File: config.mk
export PLATFORM = sky130hd
export DESIGN_NAME = load_store_unit_flat
export DESIGN_NICKNAME = d
export VERILOG_FILES = /design/src/rtl/lsu_pkg.sv /design/src/rtl/lsu_if.sv /design/src/rtl/lsu_align.sv /design/src/rtl/load_store_unit.sv /design/src/flat_wrapper.sv
export SDC_FILE = /design/constraint.sdc
export NUM_CORES = 1
export LEC_CHECK = 0
export CAP_MARGIN = 40
export CORE_UTILIZATION = 40
export DETAILED_ROUTE_END_ITERATION = 12
export GPL_TIMING_DRIVEN = 0
export HOLD_SLACK_MARGIN = 0.08
export PLACE_DENSITY = 0.75
export SYNTH_ARGS = -nofsm -noshare
export SYNTH_HDL_FRONTEND = slang
export SYNTH_HIERARCHICAL = 1
export SYNTH_SLANG_ARGS = --single-unit
File: constraint.sdc
create_clock -name clk -period 2.5 [get_ports clk]
set_input_delay 0.625 -clock clk [delete_from_list [all_inputs] [get_ports clk]]
set_output_delay 0.625 -clock clk [all_outputs]
set_load 0.05 [all_outputs]
File: src/rtl/lsu_pkg.sv
// Shared definitions for the load/store unit: Funct3 encodings, FSM state
// constants and the access-legality rule used when a request is captured.
package lsu_pkg;

    localparam logic [2:0] F3_LB  = 3'b000;
    localparam logic [2:0] F3_LH  = 3'b001;
    localparam logic [2:0] F3_LW  = 3'b010;
    localparam logic [2:0] F3_LBU = 3'b100;
    localparam logic [2:0] F3_LHU = 3'b101;
    localparam logic [2:0] F3_SB  = 3'b000;
    localparam logic [2:0] F3_SH  = 3'b001;
    localparam logic [2:0] F3_SW  = 3'b010;

    typedef logic [1:0] lsu_state_t;
    localparam lsu_state_t ST_IDLE = 2'd0;
    localparam lsu_state_t ST_REQ  = 2'd1;
    localparam lsu_state_t ST_RESP = 2'd2;
    localparam lsu_state_t ST_DONE = 2'd3;

    // Unsupported encodings and accesses not aligned to their own size are rejected
    function automatic logic is_illegal(input logic is_load, input logic [2:0] f3,
                                        input logic [1:0] lo);
        logic bad;
        bad = 1'b0;
        if (f3 == 3'b011 || f3 == 3'b110 || f3 == 3'b111)
            bad = 1'b1;
        if (!is_load && f3[2])
            bad = 1'b1;
        if (f3[1:0] == 2'b01 && lo[0])
            bad = 1'b1;
        if (f3[1:0] == 2'b10 && lo != 2'b00)
            bad = 1'b1;
        return bad;
    endfunction

endpackage

File: src/rtl/lsu_if.sv
// Data-memory bus between the load/store unit (master) and memory (slave).
interface lsu_if #(
    parameter int DATA_W = 32,
    parameter int ADDR_W = 32
);
    logic                  mem_req;
    logic                  mem_we;
    logic [ADDR_W-1:0]     mem_addr;
    logic [DATA_W/8-1:0]   mem_be;
    logic [DATA_W-1:0]     mem_wdata;
    logic                  mem_gnt;
    logic                  mem_rvalid;
    logic [DATA_W-1:0]     mem_rdata;

    modport master (
        output mem_req, mem_we, mem_addr, mem_be, mem_wdata,
        input  mem_gnt, mem_rvalid, mem_rdata
    );

    modport slave (
        input  mem_req, mem_we, mem_addr, mem_be, mem_wdata,
        output mem_gnt, mem_rvalid, mem_rdata
    );
endinterface

File: src/rtl/lsu_align.sv
// Byte-lane logic: store byte enables and data replication, and load
// extraction with sign or zero extension.
module lsu_align #(
    parameter int DATA_W = 32
) (
    input  logic [2:0]          funct3_i,
    input  logic [1:0]          addr_lo_i,
    input  logic [DATA_W-1:0]   wd_i,
    input  logic [DATA_W-1:0]   rdata_i,
    output logic [DATA_W/8-1:0] be_o,
    output logic [DATA_W-1:0]   wdata_o,
    output logic [DATA_W-1:0]   rdata_o
);
    localparam int BE_W = DATA_W / 8;

    logic [DATA_W-1:0] shifted;

    always_comb begin
        be_o    = '1;
        wdata_o = wd_i;
        case (funct3_i[1:0])
            2'b00: begin
                be_o    = BE_W'(1) << addr_lo_i;
                wdata_o = {(DATA_W/8){wd_i[7:0]}};
            end
            2'b01: begin
                be_o    = BE_W'(3) << {addr_lo_i[1], 1'b0};
                wdata_o = {(DATA_W/16){wd_i[15:0]}};
            end
            default: ;
        endcase
    end

    // Bring the addressed byte/half down to bit 0, then extend by funct3[2]
    always_comb begin
        shifted = rdata_i >> {addr_lo_i, 3'b000};
        rdata_o = rdata_i;
        case (funct3_i[1:0])
            2'b00: rdata_o = {{(DATA_W-8){shifted[7] & ~funct3_i[2]}}, shifted[7:0]};
            2'b01: rdata_o = {{(DATA_W-16){shifted[15] & ~funct3_i[2]}}, shifted[15:0]};
            default: ;
        endcase
    end

endmodule

File: src/rtl/load_store_unit.sv
// Load/store unit: captures one access from the pipeline, runs it over the
// request/grant/rvalid memory bus and reports completion or rejection.
module load_store_unit
    import lsu_pkg::*;
#(
    parameter int DATA_W = 32,
    parameter int ADDR_W = 32
) (
    input  logic              clk,
    input  logic              reset,
    input  logic              MemRead,
    input  logic              MemWrite,
    input  logic [2:0]        Funct3,
    input  logic [ADDR_W-1:0] addr,
    input  logic [DATA_W-1:0] wd,
    output logic [DATA_W-1:0] rd,
    output logic              stall,
    output logic              done,
    output logic              misaligned,
    lsu_if.master             mem
);

    lsu_state_t        state_q, state_d;
    logic [ADDR_W-1:0] addr_q, addr_d;
    logic [DATA_W-1:0] wd_q, wd_d;
    logic [2:0]        f3_q, f3_d;
    logic              load_q, load_d;
    logic              bad_q, bad_d;
    logic [DATA_W-1:0] rd_q, rd_d;

    logic [DATA_W/8-1:0] be;
    logic [DATA_W-1:0]   wdata;
    logic [DATA_W-1:0]   loadVal;

    lsu_align #(.DATA_W(DATA_W)) u_align (
        .funct3_i  (f3_q),
        .addr_lo_i (addr_q[1:0]),
        .wd_i      (wd_q),
        .rdata_i   (mem.mem_rdata),
        .be_o      (be),
        .wdata_o   (wdata),
        .rdata_o   (loadVal)
    );

    always_comb begin
        state_d = state_q;
        addr_d  = addr_q;
        wd_d    = wd_q;
        f3_d    = f3_q;
        load_d  = load_q;
        bad_d   = bad_q;
        rd_d    = rd_q;
        case (state_q)
            ST_IDLE: begin
                if (MemRead || MemWrite) begin
                    addr_d  = addr;
                    wd_d    = wd;
                    f3_d    = Funct3;
                    load_d  = MemRead;
                    bad_d   = is_illegal(MemRead, Funct3, addr[1:0]);
                    state_d = bad_d ? ST_DONE : ST_REQ;
                end
            end
            ST_REQ: begin
                if (mem.mem_gnt)
                    state_d = load_q ? ST_RESP : ST_DONE;
            end
            ST_RESP: begin
                if (mem.mem_rvalid) begin
                    rd_d    = loadVal;
                    state_d = ST_DONE;
                end
            end
            default: state_d = ST_IDLE;
        endcase
    end

    always_ff @(posedge clk) begin
        if (reset) begin
            state_q <= ST_IDLE;
            addr_q  <= '0;
            wd_q    <= '0;
            f3_q    <= '0;
            load_q  <= 1'b0;
            bad_q   <= 1'b0;
            rd_q    <= '0;
        end else begin
            state_q <= state_d;
            addr_q  <= addr_d;
            wd_q    <= wd_d;
            f3_q    <= f3_d;
            load_q  <= load_d;
            bad_q   <= bad_d;
            rd_q    <= rd_d;
        end
    end

    // Strobes are only live while requesting so the bus is quiet otherwise
    assign mem.mem_req   = (state_q == ST_REQ);
    assign mem.mem_we    = (state_q == ST_REQ) && !load_q;
    assign mem.mem_be    = (state_q == ST_REQ) ? be : '0;
    assign mem.mem_addr  = {addr_q[ADDR_W-1:2], 2'b00};
    assign mem.mem_wdata = wdata;

    assign rd         = rd_q;
    assign done       = (state_q == ST_DONE);
    assign misaligned = (state_q == ST_DONE) && bad_q;
    assign stall      = ((state_q == ST_IDLE) && (MemRead || MemWrite)) ||
                        (state_q == ST_REQ) || (state_q == ST_RESP);

endmodule

File: src/flat_wrapper.sv
// flat-port wrapper written by rule: the top's interface ports become plain ports
module load_store_unit_flat import lsu_pkg::*;
#(
    parameter int DATA_W = 32,
    parameter int ADDR_W = 32
)
  (clk, reset, MemRead, MemWrite, Funct3, addr, wd, rd, stall, done, misaligned, mem_mem_req, mem_mem_we, mem_mem_addr, mem_mem_be, mem_mem_wdata, mem_mem_gnt, mem_mem_rvalid, mem_mem_rdata);
  lsu_if #(.DATA_W(DATA_W), .ADDR_W(ADDR_W)) mem_i ();
  input  logic clk;
  input  logic reset;
  input  logic MemRead;
  input  logic MemWrite;
  input  logic [2:0] Funct3;
  input  logic [ADDR_W-1:0] addr;
  input  logic [DATA_W-1:0] wd;
  output logic [DATA_W-1:0] rd;
  output logic stall;
  output logic done;
  output logic misaligned;
  output wire logic [$bits(mem_i.mem_req)-1:0] mem_mem_req;
  output wire logic [$bits(mem_i.mem_we)-1:0] mem_mem_we;
  output wire logic [$bits(mem_i.mem_addr)-1:0] mem_mem_addr;
  output wire logic [$bits(mem_i.mem_be)-1:0] mem_mem_be;
  output wire logic [$bits(mem_i.mem_wdata)-1:0] mem_mem_wdata;
  input wire logic [$bits(mem_i.mem_gnt)-1:0] mem_mem_gnt;
  input wire logic [$bits(mem_i.mem_rvalid)-1:0] mem_mem_rvalid;
  input wire logic [$bits(mem_i.mem_rdata)-1:0] mem_mem_rdata;
  assign mem_mem_req = mem_i.mem_req;
  assign mem_mem_we = mem_i.mem_we;
  assign mem_mem_addr = mem_i.mem_addr;
  assign mem_mem_be = mem_i.mem_be;
  assign mem_mem_wdata = mem_i.mem_wdata;
  assign mem_i.mem_gnt = mem_mem_gnt;
  assign mem_i.mem_rvalid = mem_mem_rvalid;
  assign mem_i.mem_rdata = mem_mem_rdata;
  load_store_unit #(.DATA_W(DATA_W), .ADDR_W(ADDR_W)) u_core (.clk(clk), .reset(reset), .MemRead(MemRead), .MemWrite(MemWrite), .Funct3(Funct3), .addr(addr), .wd(wd), .rd(rd), .stall(stall), .done(done), .misaligned(misaligned), .mem(mem_i));
endmodule
==> summary.md <==
| Metric | Value |
|---|---|
| Post-synth EDFFs | 0 |
| Hold Fails Final Rpt | 0 |
| Final Hold Slack | 454 ps |
| Post-Route WL | 16.3 mm |
| Mapped cell area | 5200 sq um |
| H-tree depth | 3 |
| Placer Congestion | 0.912 |
| DP HPWL | 12.3 mm |
| Run status | finished, final reports clean |
| Input/output buffers | a little over 200 |
| Clk Latency, worst-skew pair | 350 ps |
| First-pass GRT wire length | 24.5 mm |
| Synth Flop Type | dfxtp_1 |
| Area of the core | 12700 sq um |
| P_leak | just over 3 nW |
| Commonest cells in the netlist | nand2_1 (261), a21oi_1 (119), dfxtp_1 (103) |
| Syn_area_per_cell | 7.37 sq um |
| Initial Utilization | around 40% |
| Vias | 5323 |
| Crit start category | input port |
| CTS tree | done |
| Initial antenna violation count | 0 |
| P&R area growth vs syn | 50.4% |
| Area leader, netlist | dfxtp_1 |
| Final Cell Area | ~7800 sq um |
| Top-area cell type share of the netlist area | 39.7% |
| First DRT Iteration DRCs | 232 |
| CTS max path bufs | 2 |
| DIE AREA | 13500 sq um |
| Top cells by area, synth | dfxtp_1 (40%), nand2_1 (19%), a21oi_1 (11%), buf_4 (6.4%), mux2i_1 (5.0%) |
| Diodes inserted | 0 |
| CP Data Required Time | 1880 ps |
| Max Cap Violations | 0 |
| First-pass DRT Iterations | 4 |
| Worst-Margin Slew | 612 ps |
| Tcrit/Tclk final | 99.4% |
| Worst Path Max Fanout | 10 |
| CTS buffer count | 9 |
| Crit path kind | input port to output pin |
| Synth async-reset ratio | 0% |
| Gr ovfl total | 0 |
| NumNets Final | 1033 |
| WP data arrival | between 1500 and 2000 ps |
| Max Clock Skew | 5.28 ps |
| Worst VDD drop | roughly 0.00054 V |
| Clock root buffer | clkbuf_16 |
| Residual DRC count | 0 |
| Layout cells sized above 1 | 14.8% |
| Synth Register Bits | just over 100 |
| Post-DRT Antenna Nets | 0 |
| CTS clk-pin slew, worst paths | 70 ps |
| Sequential element share of the synthesized area | 39.7% |
| WL/cell | approximately 15 microns |
| Synthesis warning total | 6 |
| Vias per inst | 4.84 |
| Site row count | 41 |
| RSZ-0062 raised after global routing | yes |
| CTS Sinks | 103 |
| Power per standard cell area | 1070 nW/um^2 |
| Post-synthesis cell count | 706 |
| Max Slew Vio Count | 0 |
| DP Area | 7490 sq um |
| TNS Setup | 0 ps |
| Die Y | 116 microns |
| IO Pins | 210 |
| GRT Overall Usage | 24.0% |
| Largest net degree at the start of global routing | 20 |
| Min-Delay Path Class | register to register |
| Distinct cells, synth | 35 |
| FMAX | 402 MHz |
| Count leader, synth | nand2_1 |
| Number of global-route vias before repair | 4823 |
| Setup Viol. Count Final | 0 |
| Die span in x | 116 microns |
| Endpoint type of the worst setup path | output pin |
| Final min period | 2480 ps |
| Relative slew slack | 59.0% |
## worst max-delay path, stage by stage
cell           delay [ps]
dlygate4sd2_1         290
nor2_2                190
nor2b_4                90
buf_4                 170
or3_1                 330
buf_6                 170
## worst paths after layout
kind | startpoint | to | slack (ps) | depth (start not counted)
max | MemRead | stall | 20 | 6
min | u_core/f3_q[0] | u_core/f3_q[0] | 450 | 2
max reg2reg | u_core/addr_q[0] | u_core/rd[10] | 480 | 7
min reg2reg | u_core/f3_q[0] | u_core/f3_q[0] | 450 | 2
## per-layer routing
metal | GRT usage (%) | vias up | share of wire, % | routed length, microns
met5 | 0 | - | 0 | 0
li1 | - | 2698 | - | -
met4 | 9.06 | 0 | 2.1 | 336
met3 | 7.32 | 21 | 7.6 | 1250
met1 | 29.2 | 2425 | 43 | 7090
met2 | 39.7 | 179 | 47 | 7630
## per-stage QoR
step	worst slack [ps]	cells	total power, mW	util (%)
5_1_grt	-43.1	1100	8.85	61.7
2_1_floorplan	55.8	707	5.42	-
3_3_place_gp	-805	1086	6.84	59.1
4_1_cts	-124	1099	8.44	61.9
3_5_place_dp	-810	1086	6.88	59.1
6_report	15.1	1100	8.40	61.7
## flip-flops by register name, indices dropped and copies added, names as in the netlist
register        flops
u_core/state_q      2
u_core/wd_q        32
u_core/f3_q         3
u_core/bad_q        1
u_core/load_q       1
u_core/rd          32
u_core/addr_q      32
## logic make-up (layout without fill, tap and decap cells)
family	Yosys count	after routing	synth area share [%]
buf+inv	98	319	11.1
flops	103	103	39.7
compound gates	155	155	16.3
simple gates	303	303	23.4
mux	42	42	8.47
other cells	1	2	0.0721
fa+ha+maj	4	4	0.963
## layout make-up
cell class                      count  area [sq um]
Multi-Input combinational cell    506          2580
Fill cell                        1242          4850
Clock buffer                       11           233
Buffer                             86           537
Sequential cell                   103          2060
Tap cell                          172           215
Inverter                            7          26.3
Timing Repair Buffer              211          2070
Clock inverter                      4          95.1
## what timing repair did
item / in CTS / in global routing
pin swaps: 2 / 2
resized for setup: 128 / 26
hold buffers: 0 / 0
buffers inserted: 1 / 3
endpoints found under the setup margin: 32 / 27
## cells in the final DEF, fill, tap and decap left out, types with 2 or more instances in the layout
| cell type | count |
|---|---|
| nor2_1 | 12 |
| and2_1 | 6 |
| conb_1 | 2 |
| buf_4 | 51 |
| mux2i_1 | 26 |
| a31oi_1 | 2 |
| clkbuf_2 | 3 |
| clkbuf_16 | 9 |
| a21oi_1 | 119 |
| o21bai_1 | 4 |
| o2bb2ai_1 | 8 |
| clkdlybuf4s50_1 | 172 |
| inv_1 | 7 |
| dfxtp_1 | 101 |
| ha_1 | 3 |
| dlygate4sd2_1 | 4 |
| nor4_1 | 3 |
| o21ai_0 | 15 |
| clkbuf_1 | 20 |
| buf_2 | 21 |
| bufinv_16 | 3 |
| buf_6 | 4 |
| dfxtp_2 | 2 |
| buf_1 | 4 |
| mux2_2 | 16 |
| clkdlybuf4s15_2 | 15 |
| nand2_1 | 261 |
| nor2b_1 | 11 |
| dlymetal6s2s_1 | 2 |
| clkbuf_4 | 3 |
## where the power goes
part	internal, mW	total [mW]	leakage (nW)	switching, mW
sequential	2.01	2.23	0.844	0.225
clock	0.972	1.57	0.160	0.595
combinational	1.64	4.60	2.09	2.96
Power figures use the tool's default switching activity.
